File: config.mk
export PLATFORM = sky130hd
export DESIGN_NAME = cavlc_zeros_run_packer_p
export DESIGN_NICKNAME = d
export VERILOG_FILES = /design/src/rtl/cavlc_zeros_run_packer_p.sv
export SDC_FILE = /design/constraint.sdc
export NUM_CORES = 1
export LEC_CHECK = 0
export BUFFER_PORTS_ARGS = -buffer_cell sky130_fd_sc_hd__buf_2
export CORE_MARGIN = 2
export CORE_UTILIZATION = 40
export CTS_BUF_LIST = sky130_fd_sc_hd__clkbuf_4 sky130_fd_sc_hd__clkbuf_8
export CTS_CLUSTER_SIZE = 40
export DETAILED_ROUTE_END_ITERATION = 10
export PLACE_DENSITY = 0.73
export SLEW_MARGIN = 5
export SYNTH_ARGS = -nofsm -noshare
export SYNTH_HDL_FRONTEND = slang
export SYNTH_SLANG_ARGS = --single-unit
File: constraint.sdc
create_clock -name clk -period 3.3 [get_ports clk]
set_clock_uncertainty 0.2 [all_clocks]
set_input_delay 0.495 -clock clk [delete_from_list [all_inputs] [get_ports clk]]
set_output_delay 0.495 -clock clk [all_outputs]
set_load 0.02 [all_outputs]
File: src/rtl/cavlc_zeros_run_packer_p.sv
// Packs one CAVLC total_zeros codeword and its run_before codewords into an
// MSB-aligned window; the finished block is held until downstream takes it.
module cavlc_zeros_run_packer_p #(
   parameter int ZC_W  = 9,
   parameter int RC_W  = 11,
   parameter int ACC_W = 32,
   parameter int LEN_W = 6
) (
   input  logic             clk,
   input  logic             rst_n,
   input  logic             zeros_valid,
   input  logic [ZC_W-1:0]  zeros_bit,
   input  logic [3:0]       zeros_len,
   input  logic             zeros_last,
   input  logic             run_valid,
   input  logic [RC_W-1:0]  run_bit,
   input  logic [3:0]       run_len,
   input  logic             run_last,
   output logic             in_ready,
   output logic             out_valid,
   input  logic             out_ready,
   output logic [ACC_W-1:0] out_bit,
   output logic [LEN_W-1:0] out_len,
   output logic             out_ovf
);

   localparam int LW1 = LEN_W + 1;
   localparam int LW2 = LEN_W + 2;

   typedef enum logic [1:0] {
      IDLE  = 2'd0,
      ACCUM = 2'd1,
      HOLD  = 2'd2
   } state_t;

   state_t             r_state;
   logic [ACC_W-1:0]   r_acc;
   logic [LEN_W-1:0]   r_len;
   logic               r_ovf;
   logic               r_out_valid;
   logic               r_in_ready;

   logic [LEN_W:0]     w_zlen;
   logic [LEN_W:0]     w_rlen;
   logic [ACC_W-1:0]   w_zmask;
   logic [ACC_W-1:0]   w_rmask;
   logic [ACC_W-1:0]   w_zbits;
   logic [ACC_W-1:0]   w_rbits;
   logic [LEN_W:0]     w_zsh;
   logic [LEN_W+1:0]   w_rsh;
   logic [ACC_W-1:0]   w_zload;
   logic [2*ACC_W-1:0] w_wide;
   logic [LEN_W:0]     w_sum;
   logic               w_sat;

   function automatic logic [LEN_W:0] clamp_len(input logic [3:0] len, input logic [3:0] max_len);
      logic [3:0] v;
      v = (len > max_len) ? max_len : len;
      return {{(LEN_W-3){1'b0}}, v};
   endfunction

   assign w_zlen  = clamp_len(zeros_len, 4'(ZC_W));
   assign w_rlen  = clamp_len(run_len, 4'(RC_W));
   assign w_zmask = ~({ACC_W{1'b1}} << w_zlen);
   assign w_rmask = ~({ACC_W{1'b1}} << w_rlen);
   assign w_zbits = {{(ACC_W-ZC_W){1'b0}}, zeros_bit} & w_zmask;
   assign w_rbits = {{(ACC_W-RC_W){1'b0}}, run_bit} & w_rmask;
   assign w_zsh   = LW1'(ACC_W) - w_zlen;
   assign w_zload = w_zbits << w_zsh;

   // Run is placed in a double-width window so bits past ACC_W fall off the bottom.
   assign w_rsh   = LW2'(2*ACC_W) - {2'b00, r_len} - {1'b0, w_rlen};
   assign w_wide  = {{ACC_W{1'b0}}, w_rbits} << w_rsh;
   assign w_sum   = {1'b0, r_len} + w_rlen;
   assign w_sat   = (w_sum > LW1'(ACC_W));

   // Block FSM with accumulator, length, overflow and handshake registers.
   always_ff @(posedge clk or negedge rst_n) begin
      if (!rst_n) begin
         r_state     <= IDLE;
         r_acc       <= {ACC_W{1'b0}};
         r_len       <= {LEN_W{1'b0}};
         r_ovf       <= 1'b0;
         r_out_valid <= 1'b0;
         r_in_ready  <= 1'b1;
      end else begin
         case (r_state)
            IDLE: begin
               if (zeros_valid) begin
                  r_acc <= w_zload;
                  r_len <= w_zlen[LEN_W-1:0];
                  r_ovf <= 1'b0;
                  if (zeros_last) begin
                     r_state     <= HOLD;
                     r_out_valid <= 1'b1;
                     r_in_ready  <= 1'b0;
                  end else begin
                     r_state <= ACCUM;
                  end
               end
            end
            ACCUM: begin
               if (run_valid) begin
                  r_acc <= r_acc | w_wide[2*ACC_W-1:ACC_W];
                  if (w_sat) begin
                     r_len <= LEN_W'(ACC_W);
                     r_ovf <= 1'b1;
                  end else begin
                     r_len <= w_sum[LEN_W-1:0];
                  end
                  if (run_last) begin
                     r_state     <= HOLD;
                     r_out_valid <= 1'b1;
                     r_in_ready  <= 1'b0;
                  end
               end
            end
            HOLD: begin
               if (out_ready) begin
                  r_state     <= IDLE;
                  r_out_valid <= 1'b0;
                  r_in_ready  <= 1'b1;
               end
            end
            default: begin
               r_state     <= IDLE;
               r_out_valid <= 1'b0;
               r_in_ready  <= 1'b1;
            end
         endcase
      end
   end

   assign in_ready  = r_in_ready;
   assign out_valid = r_out_valid;
   assign out_bit   = r_acc;
   assign out_len   = r_len;
   assign out_ovf   = r_ovf;

endmodule
==> metrics, run 1 <==
slew margin rel. 0.325; Routed wire per std cell between 15 and 20 um; Synth Net Count just under 700; Pwr Total 0.00673 W; total core area around 0.012 mm2; Worst Setup Start Kind input pin; DRC 8; share of flip-flops with an asynchronous set or reset 1.00; static leakage 2.75 nW; Worst R2R Path Depth 9; Die Span X between 100 and 150 um; Max clock buf depth 2; Final min period 3220 ps; vias in the first global route between 5000 and 6000; GRT overflow 0; synthesis warning total 0; Worst-path clk slew about 100 ps; global-route wire length before repair approximately 28 mm; sequential area share after synthesis 0.226; largest net degree at the start of global routing 44; most common cell after layout, fill and taps aside buf_4; Sinks on Clock Net 43; failing checks design-rule violations; Min-Delay Path Class in -> async; I/O Buffers between 70 and 80; Setup TNS Final 0 ps; TritonCTS buffer count 5; library cells used by synthesis 83; Cell Pwr Density ~1100 mW/mm2; Slew @ Worst Pin 1010 ps; die height approximately 110 um; DR vias 5755; iteration-0 DRC count of the detailed router around 700; crit path launch run_len[3]; reg-to-reg startpoint out_len[1]; synthesized instance count ~600; fmax approximately 0.31 GHz; Placer Congestion around 1.1; maximum vdd drop between 0.6 and 0.7 mV; hold buffer count at cts 0; RSZ-0062 raised after global routing true; cell area after layout 0.00618 mm2; number of synthesized flops with an enable pin 0; Nets 822; H-tree depth 2; post-DP HPWL between 10 and 15 mm; WP data required approximately 3300 ps; r2r endpoint out_bit[6]; Diodes inserted 0; full die area between 0.01 and 0.015 mm2; crit path DAT approximately 3200 ps; # IOs between 70 and 80; share of cells above drive strength 1 0.315; final hold vios 0; commonest cells after routing, fill and taps aside buf_4 (106), buf_2 (75), nand2_1 (62); maxcap violations 0; Avg Cell Area, Syn approximately 7.7 um2; Final period util 0.974; Worst Setup EP out_bit[6]; Layout area overhead 29.4%; starting density of the core 0.415; status finished with violations; Total GRT Usage 0.275; CTS Root Cell clkbuf_8; Synth Register Bits 43; initial antenna violation count 0; Total Wirelength around 18 mm; critical setup path kind in -> reg; Placed Area around 0.006 mm2; Crit. End Element flop; clk_lat worst skew between 300 and 400 ps; synthesized area ~0.0048 mm2; via density per instance 6.32; drt pass-1 iters 9; Slew Limit Fails 0; row cnt 39; CTS tree built; reg2reg setup slack between 100 and 150 ps; Final ANT Viol Nets 0; # setup viols final 0; critical path fanouts, max 7; dominant synthesized flop cell dfrtp_1
-- layout make-up --
cell class | count | area, um2
fill | 1112 | 5340
multi-input combinational | 507 | 3520
timing repair buffer | 183 | 1210
sequential | 43 | 1080
tap | 143 | 179
inverter | 27 | 101
clock buffer | 5 | 68.8
clock inverter | 3 | 23.8
-- logic make-up (layout without fill, tap and decap cells) --
logic type	Yosys count	count (layout)	synth area share
xor gates and xnor gates	7	7	0.0128
buffers and inverters	68	218	0.0647
adders and majority gates	20	20	0.0555
AOI/OAI and AO/OA	233	233	0.350
and+or+nand+nor	231	231	0.254
DFF	43	43	0.226
muxes	16	16	0.0375
-- routing by layer --
metal / part of all wire / GRT usage / vias up
met1: 0.42 / 0.352 / 2691
li1: - / - / 2698
met5: 0 / 0 / -
met4: 0.036 / 0.115 / 0
met3: 0.072 / 0.0375 / 50
met2: 0.47 / 0.466 / 316
-- cells in the mapped netlist, types with 6 or more instances --
| cell type | count | share of area |
|---|---|---|
| o221ai_1 | 8 | 0.015 |
| nand4_1 | 12 | 0.016 |
| o22ai_1 | 6 | 0.0079 |
| and2_1 | 8 | 0.010 |
| o211ai_1 | 22 | 0.035 |
| inv_1 | 26 | 0.020 |
| nor2b_1 | 11 | 0.014 |
| nor3_1 | 24 | 0.025 |
| clkbuf_1 | 26 | 0.020 |
| mux2i_1 | 10 | 0.021 |
| o21ai_0 | 38 | 0.040 |
| nand2_1 | 62 | 0.049 |
| a22oi_1 | 7 | 0.011 |
| ha_1 | 18 | 0.047 |
| a31oi_1 | 11 | 0.014 |
| or2_2 | 11 | 0.014 |
| nor4_1 | 9 | 0.012 |
| a21oi_1 | 39 | 0.041 |
| buf_2 | 9 | 0.0094 |
| a32oi_1 | 6 | 0.011 |
| or3_1 | 6 | 0.0079 |
| nand3_1 | 14 | 0.015 |
| dfrtp_1 | 42 | 0.22 |
| a211o_1 | 10 | 0.018 |
| nand2b_1 | 17 | 0.022 |
| nor2_1 | 30 | 0.024 |
| a221o_1 | 9 | 0.019 |
| a211oi_1 | 10 | 0.016 |
| nand3b_1 | 7 | 0.011 |
-- power by group --
group,switching (W),internal (W),total (W)
clock,0.000219,0.000152,0.000371
combinational,0.00308,0.00238,0.00546
sequential,0.000171,0.000721,0.000892
-- flip-flops by register name, indices dropped and copies added (netlist names) --
register and count:
out_valid 1, out_ovf 1, in_ready 1, r_state 2, out_len 6, out_bit 32
-- how the worst min path moves through the flow --
stage | endpoint | from | slack [ps] | cells after the start
floorplan | out_bit[0] | rst_n | -0.6 | 0
global placement | in_ready | in_ready | 240 | 2
detailed placement | in_ready | in_ready | 250 | 2
CTS | r_state[0] | run_last | 170 | 2
global route | r_state[0] | run_last | 200 | 2
finish | out_valid | rst_n | 130 | 1
-- metrics by stage --
stage,utilization,setup WS [ps],cells,hold slack [ps]
global route,0.537,-45.1,911,205
detailed placement,0.520,-308,901,252
finish,0.537,84.2,911,127
floorplan,-,-182,618,-0.591
CTS,0.528,7.54,909,172
global placement,0.520,-326,901,245
-- what timing repair did --
action | 4_1_cts | 5_1_grt
gates resized for setup | 0 | 18
buffers inserted | 0 | 2
setup endpoints to repair | 0 | 19
-- worst max-delay path, cell delays in order --
cell and delay (ps):
buf_2 100, buf_4 140, inv_1 60, nand2_1 80, ha_1 320, inv_1 70
fa_2 690, mux4_2 590, a2111oi_4 310, nor2_1 90, o31ai_2 270
No activity file was read; power rests on OpenSTA's default activity.
==> inputs of run 2 (changes only) <==
- CAP_MARGIN: default -> 25
- PLACE_DENSITY: 0.73 -> 0.71
- clock period: 3.3 -> 3.8 ns (I/O delays scaled with it)
==> run 2 against run 1 <==
Cell count shrank 4.4%. Design area decreased by 7.1%. Non-clock buffer count fell by 40. Clock power shrank 12%. Utilization down 3.8 points. Largest power group unchanged. Worst setup slack worse by 1.1 ps. Routed wire length up 2.9%. Worst hold slack better by 140 ps. The flow still finishes with violations (design-rule violations). Via count down 3.7%. Global-route usage up 1.1 points. Critical path depth rose by 3. Sequential power fell by 13%.
==> metrics, run 2 (synthesized netlist as in run 1, its figures left out) <==
Worst R2R Path Depth 12 (was 9); global-route wire length before repair 28.8 mm (was 28.4 mm); Slowest-stage cell, CP o32ai_1 (was fa_2); WP depth 14 (was 11); total core area 0.0115 mm2 (unchanged); reg2reg setup slack 180 ps (was 120 ps); Crit path max-delay family compound AO/OA/AOI/OAI gates (was adder cells); Routed wire per std cell 21.1 um (was 19.6 um); Max clock buf depth 2 (unchanged); most common cell after layout, fill and taps aside buf_2 (was buf_4); Total GRT Usage 0.286 (was 0.275); Slew Limit Fails 0 (unchanged); status finished with violations (unchanged); Sw Ratio 0.551 (was 0.516); Min-Delay Path Class reg -> reg (was in -> async); CP max stage delay 600 ps (was 690 ps); Comb pwr share 0.786 (was 0.812); critical setup path kind in -> reg (unchanged); critical path fanouts, max 9 (was 7); I/O Buffers 75 (unchanged); failing checks design-rule violations (unchanged); Crit. End Element flop (unchanged); hold path depth 2; row cnt 39 (unchanged); clock share of power 0.063 (was 0.055); initial antenna violation count 0 (unchanged); Cell Pwr Density 900 mW/mm2 (was 1090 mW/mm2); Final period util 0.978; via density per instance 6.36 (was 6.32); clk_lat worst skew 310 ps (was 320 ps); # setup viols final 0 (unchanged); GRT overflow 0 (unchanged); Sequential Power Share 0.151 (was 0.133); DR vias 5541 (was 5755); CTS Root Cell clkbuf_8 (unchanged); Total Wirelength 18.4 mm (was 17.9 mm); Placer Congestion 0.964 (was 1.05); static leakage 2.53 nW (was 2.75 nW); Largest register FFs 32 (unchanged); RSZ-0062 raised after global routing true (unchanged); worst hold endpoint in_ready; cell area after layout 0.00574 mm2 (was 0.00618 mm2); worst-path cell chain buf_2 -> a21o_1 -> ha_1 -> inv_1 -> ha_1 -> inv_1 -> fa_1 -> buf_4 -> nor2b_1 -> buf_4 -> o21ai_0 -> o32ai_1 -> mux2i_1 -> o221ai_1 (was buf_2 -> buf_4 -> inv_1 -> nand2_1 -> ha_1 -> inv_1 -> fa_2 -> mux4_2 -> a2111oi_4 -> nor2_1 -> o31ai_2); Worst Setup Start Kind input pin (unchanged); DRC 7 (was 8); Int Pwr 0.00232 W (was 0.00326 W); starting density of the core 0.415 (unchanged); P_sw 0.00285 W (was 0.00347 W); Slew @ Worst Pin 693 ps (was 1010 ps); share of cells above drive strength 1 0.251 (was 0.315); Layout area overhead 20.2% (was 29.4%); Die Span X 113 um (unchanged); full die area 0.0128 mm2 (unchanged); maxcap violations 0 (unchanged); vias in the first global route 5321 (was 5475); iteration-0 DRC count of the detailed router 565 (was 695); r2r endpoint out_bit[29] (was out_bit[6]); Sinks on Clock Net 43 (unchanged); Final ANT Viol Nets 0 (unchanged); drt pass-1 iters 8 (was 9); crit path DAT 3750 ps (was 3230 ps); H-tree depth 2 (unchanged); final hold vios 0 (unchanged); Worst-path clk slew 100 ps (about the same); commonest cells after routing, fill and taps aside buf_2 (75), buf_4 (66), nand2_1 (62) (was buf_4 (106), buf_2 (75), nand2_1 (62)); slew margin rel. 0.536 (was 0.325); Final min period between 3000 and 4000 ps; TritonCTS buffer count 5 (unchanged); Nets 782 (was 822); worst hold start in_ready; die height 113 um (unchanged); Diodes inserted 0 (unchanged); CTS tree built (unchanged); reg-to-reg startpoint out_len[1] (unchanged); Placed Area 0.00562 mm2 (was 0.00599 mm2); WP data required 3840 ps (was 3310 ps); buffers and inverters on the worst path 5 (was 4); largest net degree at the start of global routing 44 (unchanged); fmax around 0.27 GHz; maximum vdd drop 0.476 mV (was 0.680 mV); WHS 266 ps (was 127 ps); # IOs 76 (unchanged); post-DP HPWL 14.8 mm (was 14.4 mm)
[run 2: cell count changes in the layout (fill, tap and decap cells not counted), sizes merged]
cell	delta
dlygate4sd3	+1
buf	-41
[run 2: power by group through the flow]
stage	Sequential, W	Combinational [W]	Clock (W)
2_1_floorplan	0.000923	0.00235	0
5_1_grt	0.000805	0.00437	0.000350
3_3_place_gp	0.000779	0.00397	0
3_5_place_dp	0.000785	0.00398	0
6_report	0.000779	0.00406	0.000326
4_1_cts	0.000777	0.00400	0.000333
[run 2: layer usage]
metal | track usage | up-vias | wire length, um
li1 | - | 2611 | -
met5 | 0 | - | 0
met4 | 0.146 | 0 | 883
met3 | 0.0391 | 51 | 1150
met1 | 0.360 | 2617 | 7530
met2 | 0.480 | 262 | 8830
[run 2: through the flow]
stage               setup TNS [ps]  setup slack, ps  power, W  instances   util
floorplan                        0             29.9   0.00327        618      -
global placement              -736             -169   0.00475        861  0.488
detailed placement            -735             -225   0.00477        861  0.488
CTS                              0              106   0.00511        869  0.496
global route                  -285            -76.7   0.00553        871  0.498
finish                           0             83.1   0.00517        871  0.498
[run 2: how the worst max path moves through the flow]
stage	endpoint	slack (ps)	from
floorplan	out_bit[23]	30	run_len[3]
global placement	out_bit[0]	-170	run_len[3]
detailed placement	out_bit[13]	-230	run_len[3]
CTS	out_bit[29]	110	run_len[3]
global route	out_bit[13]	-80	run_len[3]
finish	out_bit[29]	80	run_len[3]
[run 2: final cells by class]
| type | instances | area [um2] |
|---|---|---|
| fillers | 1150 | 5780 |
| multi-input cells | 507 | 3390 |
| flip-flops and latches | 43 | 1080 |
| repair buffers | 143 | 901 |
| well taps | 143 | 179 |
| inverters | 27 | 101 |
| clock buffers | 5 | 68.8 |
| clock inverters | 3 | 23.8 |
[run 2: worst min-delay path, delay by kind of cell (launching register included)]
kind             cells  cell delay [ps]
DFF                  1              380
and+or+nand+nor      2              100
[run 2: what timing repair did]
| item | 4_1_cts | 5_1_grt |
|---|---|---|
| hold buffers | 0 | 1 |
| gates resized for setup | 0 | 0 |
| setup endpoints to repair | 0 | 5 |
| buffers inserted | 0 | 0 |
| endpoints found under the hold margin | 0 | 10 |
==> inputs of run 3 (changes only) <==
- TNS_END_PERCENT: default -> 1
- clock period: 3.8 -> 4.8 ns (I/O delays scaled with it)
==> run 3 against run 2 <==
The flow still finishes with violations (design-rule violations). Die area unchanged. Utilization decreased by 3.0 points. Sequential share of layout area increased by 1.2 points. Via count decreased by 2.9%. Non-clock buffer count decreased by 48. Total power decreased by 26%. Clock power decreased by 21%.
==> metrics, run 3 (synthesized netlist as in run 1, its figures left out) <==
status finished with violations (unchanged); failing checks design-rule violations (unchanged); Crit. End Element flop (unchanged); vias in the first global route 5096 (was 5321); RSZ-0062 raised after global routing false (was true); fmax 0.241 GHz; Cell Pwr Density 708 mW/mm2 (was 900 mW/mm2); Placer Congestion 0.965 (was 0.964); TritonCTS buffer count 5 (unchanged); Finished Layout Cells 823 (was 871); final hold vios 0 (unchanged); share of cells above drive strength 1 0.200 (was 0.251); DR vias 5379 (was 5541); worst-path cell chain buf_2 -> a21o_1 -> ha_1 -> inv_1 -> ha_1 -> inv_1 -> fa_1 -> and2b_1 -> o22ai_1 -> a2111oi_0 -> buf_4 -> a2bb2oi_1 -> nor2_1 -> a221o_1 (was buf_2 -> a21o_1 -> ha_1 -> inv_1 -> ha_1 -> inv_1 -> fa_1 -> buf_4 -> nor2b_1 -> buf_4 -> o21ai_0 -> o32ai_1 -> mux2i_1 -> o221ai_1); Final ANT Viol Nets 0 (unchanged); CP max stage delay 760 ps (was 600 ps); starting density of the core 0.415 (unchanged); post-DP HPWL 13.7 mm (was 14.8 mm); # IOs 76 (unchanged); largest net degree at the start of global routing 44 (unchanged); Total Wirelength 17.4 mm (was 18.4 mm); static leakage 2.30 nW (was 2.53 nW); crit path DAT 4160 ps (was 3750 ps); GRT overflow 0 (unchanged); critical setup path kind in -> reg (unchanged); via density per instance 6.54 (was 6.36); Slew Limit Fails 0 (unchanged); Min-Delay Path Class in -> async (was reg -> reg); global-route wire length before repair 27.8 mm (was 28.8 mm); Worst-path clk slew 100 ps (about the same); Nets 734 (was 782); row cnt 39 (unchanged); buffers and inverters on the worst path 4 (was 5); drt pass-1 iters 8 (unchanged); hold buffer count at cts 0 (unchanged); post-placement cell count 814 (was 861); # setup viols final 0 (unchanged); setup bufs post-CTS 0 (unchanged); Worst Setup Start Kind input pin (unchanged); iteration-0 DRC count of the detailed router 635 (was 565); Setup TNS Final 0 ps (unchanged); Slew @ Worst Pin 965 ps (was 693 ps); DRC 7 (unchanged); critical path fanouts, max 13 (was 9); H-tree depth 2 (unchanged); crit path launch run_len[2] (was run_len[3]); total core area 0.0115 mm2 (unchanged); Crit path max-delay family compound AO/OA/AOI/OAI gates (unchanged); commonest cells after routing, fill and taps aside buf_2 (75), nand2_1 (62), dfrtp_1 (42) (was buf_2 (75), buf_4 (66), nand2_1 (62)); Final min period a little over 4000 ps; WP data required 4820 ps (was 3840 ps); CTS Root Cell clkbuf_8 (unchanged); reg-to-reg startpoint out_len[1] (unchanged); Layout area overhead 13.0% (was 20.2%); initial antenna violation count 0 (unchanged); Final period util 0.864; I/O Buffers 75 (unchanged); Diodes inserted 0 (unchanged); Die Span X 113 um (unchanged); Max clock buf depth 2 (unchanged); full die area 0.0128 mm2 (unchanged); CTS tree built (unchanged); Total GRT Usage 0.270 (was 0.286); Routed wire per std cell 21.1 um (about the same); most common cell after layout, fill and taps aside buf_2 (unchanged); Largest register FFs 32 (unchanged); clk_lat worst skew 320 ps (was 310 ps); maximum vdd drop 0.315 mV (was 0.476 mV); Slowest-stage cell, CP o22ai_1 (was o32ai_1); slew margin rel. 0.357 (was 0.536); CTS resizes 0 (unchanged); die height 113 um (unchanged); maxcap violations 0 (unchanged); Sinks on Clock Net 43 (unchanged)
[run 3: cell types whose count changed in the layout (fill, tap and decap cells not counted), sizes merged]
cell and change:
dlygate4sd3 -1, buf -47
[run 3: where the power goes]
part / internal (W) / switching [W] / total, W / leakage (nW)
clock network: 0.000104 / 0.000153 / 0.000257 / 0.0408
logic: 0.00104 / 0.00190 / 0.00295 / 1.69
registers: 0.000495 / 0.000123 / 0.000618 / 0.569
[run 3: metal layers]
metal | share of wire | track usage | vias to the layer above
li1 | - | - | 2508
met1 | 0.43 | 0.359 | 2585
met2 | 0.47 | 0.442 | 248
met3 | 0.063 | 0.0364 | 38
met4 | 0.034 | 0.116 | 0
met5 | 0 | 0 | -
[run 3: final timing paths]
check	cells past startpoint	slack, ps	to
worst max-delay path	14	650	out_bit[14]
worst min-delay path	1	60	r_state[1]
worst max register to register	12	1000	out_bit[14]
worst min register to register	2	260	in_ready
max in group asynchronous	2	3860	out_bit[19]
min in group clk	2	260	in_ready
[run 3: stage by stage]
| step | total power (W) | setup slack (ps) | utilization | hold slack, ps | cell area [um2] |
|---|---|---|---|---|---|
| global route | 0.00410 | 423 | 0.469 | 61.6 | 5400 |
| detailed placement | 0.00351 | 416 | 0.459 | 247 | 5290 |
| CTS | 0.00378 | 751 | 0.467 | 263 | 5380 |
| finish | 0.00382 | 655 | 0.469 | 55.9 | 5400 |
| floorplan | 0.00259 | 880 | - | 224 | 4780 |
| global placement | 0.00350 | 492 | 0.457 | 243 | 5260 |
[run 3: area by class of cell]
cell class,instances,area [um2]
clock inverters,3,23.8
inverters,27,101
multi-input cells,507,3390
flip-flops and latches,43,1080
fillers,1158,6120
repair buffers,95,558
clock buffers,5,68.8
well taps,143,179
[run 3: worst register-to-register path: cells and delay by family, from the launching register on]
family	cells	cell delay (ps)
adder cells (fa/ha/maj)	3	820
AO/OA/AOI/OAI	4	1550
flip-flops	1	470
AND/OR/NAND/NOR	2	330
buffers and inverters	3	330
